<file path="config.mk">
export PLATFORM = sky130hd
export DESIGN_NAME = hazard_ctrl_flat
export DESIGN_NICKNAME = d
export VERILOG_FILES = /design/src/rtl/hazard_ctrl_if.sv /design/src/rtl/hazard_ctrl.sv /design/src/flat_wrapper.sv
export SDC_FILE = /design/constraint.sdc
export NUM_CORES = 1
export LEC_CHECK = 0
export ABC_AREA = 1
export ABC_CLOCK_PERIOD_IN_PS = 2500
export BUFFER_PORTS_ARGS = -buffer_cell sky130_fd_sc_hd__buf_2
export CAP_MARGIN = 25
export CORE_MARGIN = 10
export CORE_UTILIZATION = 47
export CTS_CLUSTER_SIZE = 20
export DETAILED_ROUTE_END_ITERATION = 6
export MAX_ROUTING_LAYER = met4
export PLACE_DENSITY = 0.75
export RECOVER_POWER = 100
export SLEW_MARGIN = 20
export SYNTH_ARGS = -nofsm -noshare
export SYNTH_HDL_FRONTEND = slang
export SYNTH_SLANG_ARGS = --single-unit
</file>
<file path="constraint.sdc">
create_clock -name clk_i -period 2.5 [get_ports clk_i]
set_input_delay 0 -clock clk_i [delete_from_list [all_inputs] [get_ports clk_i]]
set_output_delay 0 -clock clk_i [all_outputs]
set_load 0.05 [all_outputs]
</file>
<file path="src/rtl/hazard_ctrl_if.sv">
`default_nettype none
// ============================================================================
// Module   : hazard_ctrl_if
// Brief    : Pipeline-side bundle for the hazard controller: hazard inputs,
//            stall/flush controls, FSM state and event counters.
// Revision : 1.0 - initial release
// ============================================================================
interface hazard_ctrl_if;
    logic        start_i;
    logic        MemRead_EX_i;
    logic [4:0]  RDaddr_EX_i;
    logic [4:0]  RS1addr_ID_i;
    logic [4:0]  RS2addr_ID_i;
    logic        Branch_MEM_i;
    logic        Zero_MEM_i;

    logic        PCWrite_o;
    logic        IF_ID_write_o;
    logic        bubble_ID_EX_o;
    logic        flush_o;
    logic        PCSrc_o;
    logic [1:0]  state_o;
    logic [15:0] stall_cnt_o;
    logic [15:0] flush_cnt_o;

    // Pipeline side: drives hazard information, consumes controls.
    modport master (
        output start_i, MemRead_EX_i, RDaddr_EX_i, RS1addr_ID_i, RS2addr_ID_i,
               Branch_MEM_i, Zero_MEM_i,
        input  PCWrite_o, IF_ID_write_o, bubble_ID_EX_o, flush_o, PCSrc_o,
               state_o, stall_cnt_o, flush_cnt_o
    );

    // Controller side.
    modport slave (
        input  start_i, MemRead_EX_i, RDaddr_EX_i, RS1addr_ID_i, RS2addr_ID_i,
               Branch_MEM_i, Zero_MEM_i,
        output PCWrite_o, IF_ID_write_o, bubble_ID_EX_o, flush_o, PCSrc_o,
               state_o, stall_cnt_o, flush_cnt_o
    );
endinterface
`default_nettype wire

</file>
<file path="src/rtl/hazard_ctrl.sv">
`default_nettype none
// ============================================================================
// Module   : hazard_ctrl
// Brief    : Load-use stall and taken-branch flush controller for a 5-stage
//            pipeline, with saturating stall/flush event counters.
// Revision : 1.0 - initial release
// ============================================================================
module hazard_ctrl (
    input  logic         clk_i,
    input  logic         rst_i,
    hazard_ctrl_if.slave bus
);

    localparam logic [1:0]  c_IDLE    = 2'd0;
    localparam logic [1:0]  c_RUN     = 2'd1;
    localparam logic [1:0]  c_STALL   = 2'd2;
    localparam logic [1:0]  c_FLUSH   = 2'd3;
    localparam logic [15:0] c_CNT_MAX = 16'hFFFF;

    logic [1:0]  r_state;
    logic [1:0]  w_next_state;
    logic [15:0] r_stall_cnt;
    logic [15:0] r_flush_cnt;

    logic        w_taken;
    logic        w_rs1_match;
    logic        w_rs2_match;
    logic        w_hazard;
    logic        w_active;
    logic        w_do_flush;
    logic        w_do_stall;

    logic        w_pc_write;
    logic        w_if_id_write;
    logic        w_bubble;
    logic        w_flush;
    logic        w_pc_src;

    // ------------------------------------------------------------------
    // Event decode
    // ------------------------------------------------------------------
    assign w_taken     = bus.Branch_MEM_i & bus.Zero_MEM_i;
    assign w_rs1_match = (bus.RDaddr_EX_i == bus.RS1addr_ID_i);
    assign w_rs2_match = (bus.RDaddr_EX_i == bus.RS2addr_ID_i);

    // x0 is hardwired to zero, so a load into it can never feed a consumer.
    assign w_hazard    = bus.MemRead_EX_i
                       & (bus.RDaddr_EX_i != 5'd0)
                       & (w_rs1_match | w_rs2_match);

    assign w_active    = (r_state != c_IDLE);

    // A taken branch outranks a load-use stall; stalls only start from RUN.
    assign w_do_flush  = w_active & w_taken;
    assign w_do_stall  = (r_state == c_RUN) & ~w_taken & w_hazard;

    // ------------------------------------------------------------------
    // State register
    // ------------------------------------------------------------------
    always_ff @(posedge clk_i) begin
        if (rst_i) begin
            r_state <= c_IDLE;
        end else begin
            r_state <= w_next_state;
        end
    end

    // ------------------------------------------------------------------
    // Next-state logic
    // ------------------------------------------------------------------
    always_comb begin
        w_next_state = r_state;
        case (r_state)
            c_IDLE: begin
                if (bus.start_i) begin
                    w_next_state = c_RUN;
                end
            end
            c_RUN, c_STALL, c_FLUSH: begin
                if (!bus.start_i) begin
                    w_next_state = c_IDLE;
                end else if (w_do_flush) begin
                    w_next_state = c_FLUSH;
                end else if (w_do_stall) begin
                    w_next_state = c_STALL;
                end else begin
                    w_next_state = c_RUN;
                end
            end
            default: w_next_state = c_IDLE;
        endcase
    end

    // ------------------------------------------------------------------
    // Output logic: zero-latency decode of state and current inputs
    // ------------------------------------------------------------------
    always_comb begin
        w_pc_write    = 1'b0;
        w_if_id_write = 1'b0;
        w_bubble      = 1'b1;
        w_flush       = 1'b0;
        w_pc_src      = 1'b0;
        if (!rst_i && w_active) begin
            if (w_do_flush) begin
                w_pc_write    = 1'b1;
                w_if_id_write = 1'b1;
                w_bubble      = 1'b0;
                w_flush       = 1'b1;
                w_pc_src      = 1'b1;
            end else if (w_do_stall) begin
                w_pc_write    = 1'b0;
                w_if_id_write = 1'b0;
                w_bubble      = 1'b1;
            end else begin
                w_pc_write    = 1'b1;
                w_if_id_write = 1'b1;
                w_bubble      = 1'b0;
            end
        end
    end

    // ------------------------------------------------------------------
    // Saturating event counters
    // ------------------------------------------------------------------
    always_ff @(posedge clk_i) begin
        if (rst_i) begin
            r_stall_cnt <= 16'd0;
        end else if (w_do_stall && (r_stall_cnt != c_CNT_MAX)) begin
            r_stall_cnt <= r_stall_cnt + 16'd1;
        end
    end

    always_ff @(posedge clk_i) begin
        if (rst_i) begin
            r_flush_cnt <= 16'd0;
        end else if (w_do_flush && (r_flush_cnt != c_CNT_MAX)) begin
            r_flush_cnt <= r_flush_cnt + 16'd1;
        end
    end

    assign bus.PCWrite_o      = w_pc_write;
    assign bus.IF_ID_write_o  = w_if_id_write;
    assign bus.bubble_ID_EX_o = w_bubble;
    assign bus.flush_o        = w_flush;
    assign bus.PCSrc_o        = w_pc_src;
    assign bus.state_o        = r_state;
    assign bus.stall_cnt_o    = r_stall_cnt;
    assign bus.flush_cnt_o    = r_flush_cnt;

endmodule
`default_nettype wire
</file>
<file path="src/flat_wrapper.sv">
// flat-port wrapper written by rule: the top's interface ports become plain ports
module hazard_ctrl_flat 
  (clk_i, rst_i, bus_start_i, bus_MemRead_EX_i, bus_RDaddr_EX_i, bus_RS1addr_ID_i, bus_RS2addr_ID_i, bus_Branch_MEM_i, bus_Zero_MEM_i, bus_PCWrite_o, bus_IF_ID_write_o, bus_bubble_ID_EX_o, bus_flush_o, bus_PCSrc_o, bus_state_o, bus_stall_cnt_o, bus_flush_cnt_o);
  hazard_ctrl_if bus_i ();
  input  logic clk_i;
  input  logic rst_i;
  input wire logic [$bits(bus_i.start_i)-1:0] bus_start_i;
  input wire logic [$bits(bus_i.MemRead_EX_i)-1:0] bus_MemRead_EX_i;
  input wire logic [$bits(bus_i.RDaddr_EX_i)-1:0] bus_RDaddr_EX_i;
  input wire logic [$bits(bus_i.RS1addr_ID_i)-1:0] bus_RS1addr_ID_i;
  input wire logic [$bits(bus_i.RS2addr_ID_i)-1:0] bus_RS2addr_ID_i;
  input wire logic [$bits(bus_i.Branch_MEM_i)-1:0] bus_Branch_MEM_i;
  input wire logic [$bits(bus_i.Zero_MEM_i)-1:0] bus_Zero_MEM_i;
  output wire logic [$bits(bus_i.PCWrite_o)-1:0] bus_PCWrite_o;
  output wire logic [$bits(bus_i.IF_ID_write_o)-1:0] bus_IF_ID_write_o;
  output wire logic [$bits(bus_i.bubble_ID_EX_o)-1:0] bus_bubble_ID_EX_o;
  output wire logic [$bits(bus_i.flush_o)-1:0] bus_flush_o;
  output wire logic [$bits(bus_i.PCSrc_o)-1:0] bus_PCSrc_o;
  output wire logic [$bits(bus_i.state_o)-1:0] bus_state_o;
  output wire logic [$bits(bus_i.stall_cnt_o)-1:0] bus_stall_cnt_o;
  output wire logic [$bits(bus_i.flush_cnt_o)-1:0] bus_flush_cnt_o;
  assign bus_i.start_i = bus_start_i;
  assign bus_i.MemRead_EX_i = bus_MemRead_EX_i;
  assign bus_i.RDaddr_EX_i = bus_RDaddr_EX_i;
  assign bus_i.RS1addr_ID_i = bus_RS1addr_ID_i;
  assign bus_i.RS2addr_ID_i = bus_RS2addr_ID_i;
  assign bus_i.Branch_MEM_i = bus_Branch_MEM_i;
  assign bus_i.Zero_MEM_i = bus_Zero_MEM_i;
  assign bus_PCWrite_o = bus_i.PCWrite_o;
  assign bus_IF_ID_write_o = bus_i.IF_ID_write_o;
  assign bus_bubble_ID_EX_o = bus_i.bubble_ID_EX_o;
  assign bus_flush_o = bus_i.flush_o;
  assign bus_PCSrc_o = bus_i.PCSrc_o;
  assign bus_state_o = bus_i.state_o;
  assign bus_stall_cnt_o = bus_i.stall_cnt_o;
  assign bus_flush_cnt_o = bus_i.flush_cnt_o;
  hazard_ctrl u_core (.clk_i(clk_i), .rst_i(rst_i), .bus(bus_i));
endmodule
</file>
==> impl_metrics.py <==
metrics = {
    "status": {
        "outcome": "completed",
    },
    "synthesis": {
        "post-synth-top-area-fraction_pct": 30.6,
        "syn-num-nets": 374,
        "synth.largest_area_cell": "dfxtp_1",
        "yosysWarnings": 0,
        "synth-seq-cells": 34,
        "syn_area_um2": 2220,
        "avgSynthCellArea_um2": 6.33,
        "ys_seq_area_share_pct": 30.6,
        "synthCells": 351,
        "synth_area_leaders": "dfxtp_1, nand2_1, nor2_1",
        "synth.distinct_cells": 25,
    },
    "cells_and_area": {
        "diodes": 0,
        "syn_to_final_growth_pct": 15.5,
        "final_layout_size_suffix_gt1_share_pct": 9.54,
        "fin_cells": 461,
        "utilization_pct": 57.4,
        "nNetsFinal": 432,
    },
    "placement": {
        "post-place-cells": 453,
        "gp_congestion": 0.929,
        "io_buffer_count": 59,
        "dp_hpwl_um": 4440,
    },
    "setup_path": {
        "cp-end-kind": "output port",
        "arrival_ns": 2.15,
        "critPathRequiredTime_ns": 2.50,
        "start_kind": "register",
        "path_max_fanout": 9,
        "critical_path_class": "reg -> out",
    },
    "pwr": {
        "p_leak_uw": 0.00103,
        "power.total_uw": 1040,
        "peakVddDrop_mv": 0.199,
        "powerDensity_nw_per_um2": 405,
    },
    "sta": {
        "worst_pin_slew_ns": 0.986,
        "fin_tns_setup_ns": 0,
        "slew_headroom_pct": 34.0,
        "holdWs_ns": 0.0144,
        "clock_skew_ns": 0.00949,
        "drv_slew": 0,
        "rsz0062_at_grt": "no",
        "final_hold_viol_count": 0,
        "setup_viol": 0,
        "max_freq_mhz": 465,
        "min_period_over_period_pct": 85.9,
        "fin_crit_ns": 2.15,
    },
    "detailed_routing": {
        "vias_per_cell": 5.22,
        "drc": 0,
        "firstDrtPassIters": 4,
        "drt_iter0_markers": 163,
        "wl_um": 5810,
        "vias": 2408,
        "ant_nets": 0,
        "avgRoutedWirePerCell_um": 12.6,
    },
    "grt": {
        "grt_pass1_vias": 2249,
        "grt_max_degree": 31,
        "grt_use_total_pct": 15.9,
        "grt_antenna_before_repair": 0,
        "overflow": 0,
        "grt_pass1_wl_um": 9890,
    },
    "die": {
        "io_pins": 60,
        "core_um2": 4470,
        "dieArea_um2": 7880,
        "initial_utilization_pct": 49.7,
        "num_rows": 24,
        "die_w_um": 88.8,
        "die_y_um": 88.8,
    },
    "clock_tree": {
        "numCtsBuffers": 5,
        "cts_max_level": 2,
        "cts_resized": 0,
        "cts_num_sinks": 34,
        "root_buffer": "clkbuf_8",
        "clkTransAtPathRegs_ns": 0.06,
        "cts_buffer_depth": 2,
        "cts_tree": "built",
        "clk_latency_ns": 0.29,
    },
    "hold_path": {
        "min_path_type": "in -> reg",
    },
    "job": {
        "cap_violations": 0,
    },
}
[Yosys cell counts, drive strengths merged]
cell type	count
nand3	20
a211oi	2
nand4	22
xor2	12
nor2	45
clkbuf	4
inv	43
xnor2	7
buf	7
a31oi	1
nor3b	1
a21oi	26
nor3	13
nand2	106
dfxtp	34
o21ai	6
ha	2
[power by group]
group | switching (uW) | internal, uW
Sequential | 2.67 | 544
Combinational | 68.6 | 30.9
Clock | 207 | 187
Total | 278 | 762
[sequential cells by signal, indices dropped and copies added, names as in the netlist]
| signal | cells |
|---|---|
| u_core.bus.state_o | 2 |
| u_core.bus.stall_cnt_o | 16 |
| u_core.bus.flush_cnt_o | 16 |
[worst max-delay path, cell delays in order (launching register included)]
cell and delay, ns:
dfxtp_1 0.31, inv_1 0.08, nand4_1 0.10, a31oi_1 0.74, nand2_1 0.21, nand2_1 0.13, inv_1 0.05, clkbuf_2 0.23
[what timing repair did]
item                      in CTS  in global routing
setup buffers                  0                  0
hold buffers                   1                  0
hold endpoints to repair       2                  0
[placed cells by master, fill, tap and decap left out, drive strengths merged, types with 12 or more instances in the layout]
| cell type | n |
|---|---|
| nand4 | 22 |
| nand3 | 20 |
| inv | 43 |
| nor2 | 45 |
| nor3 | 13 |
| dfxtp | 34 |
| clkbuf | 44 |
| nand2 | 106 |
| xor2 | 12 |
| a21oi | 26 |
| buf | 22 |
[final timing paths]
path                                           start                                       to  slack, ns  cells past startpoint
min                                   bus_Zero_MEM_i       u_core.bus.state_o[1]$_SDFFE_PP0P_       0.01                      3
max               u_core.bus.state_o[1]$_SDFFE_PP0P_                            bus_PCWrite_o       0.35                      7
min reg2reg  u_core.bus.flush_cnt_o[13]$_SDFFE_PP0P_  u_core.bus.flush_cnt_o[13]$_SDFFE_PP0P_       0.50                      2
max reg2reg   u_core.bus.flush_cnt_o[0]$_SDFFE_PP0P_  u_core.bus.flush_cnt_o[11]$_SDFFE_PP0P_       0.39                      8
[area by class of cell]
cell class | count | area [um2]
Fill cell | 473 | 1910
Multi-Input combinational cell | 263 | 1310
Sequential cell | 34 | 681
Timing Repair Buffer | 62 | 275
Inverter | 43 | 161
Clock buffer | 5 | 68.8
Tap cell | 52 | 65.1
Clock inverter | 2 | 10.0
[stage by stage]
step	area [um2]	worst slack [ns]
after global routing	2570	0.192
after detailed placement	2530	0.414
final	2570	0.351
after floorplan	2220	0.177
after global placement	2530	0.549
after CTS	2620	0.388
[per-layer routing]
layer | track usage (%) | vias to the layer above | share of wire (%)
li1 | - | 1245 | -
met5 | - | - | 0
met3 | 4.04 | 7 | 5.9
met4 | 5.73 | 0 | 0.88
met2 | 24.1 | 79 | 43
met1 | 19.8 | 1077 | 50
[logic make-up (layout without fill, tap and decap cells)]
group                      count (synthesis)  after routing  share of synthesized area [%]
DFF                                       34             34                           30.6
and+or+nand+nor                          207            207                           42.0
AOI/OAI and AO/OA                         35             35                           8.44
buffers and inverters                     54            112                           10.4
xor gates and xnor gates                  19             19                           7.48
adders and majority gates                  2              2                           1.13
Power figures use the tool's default switching activity.
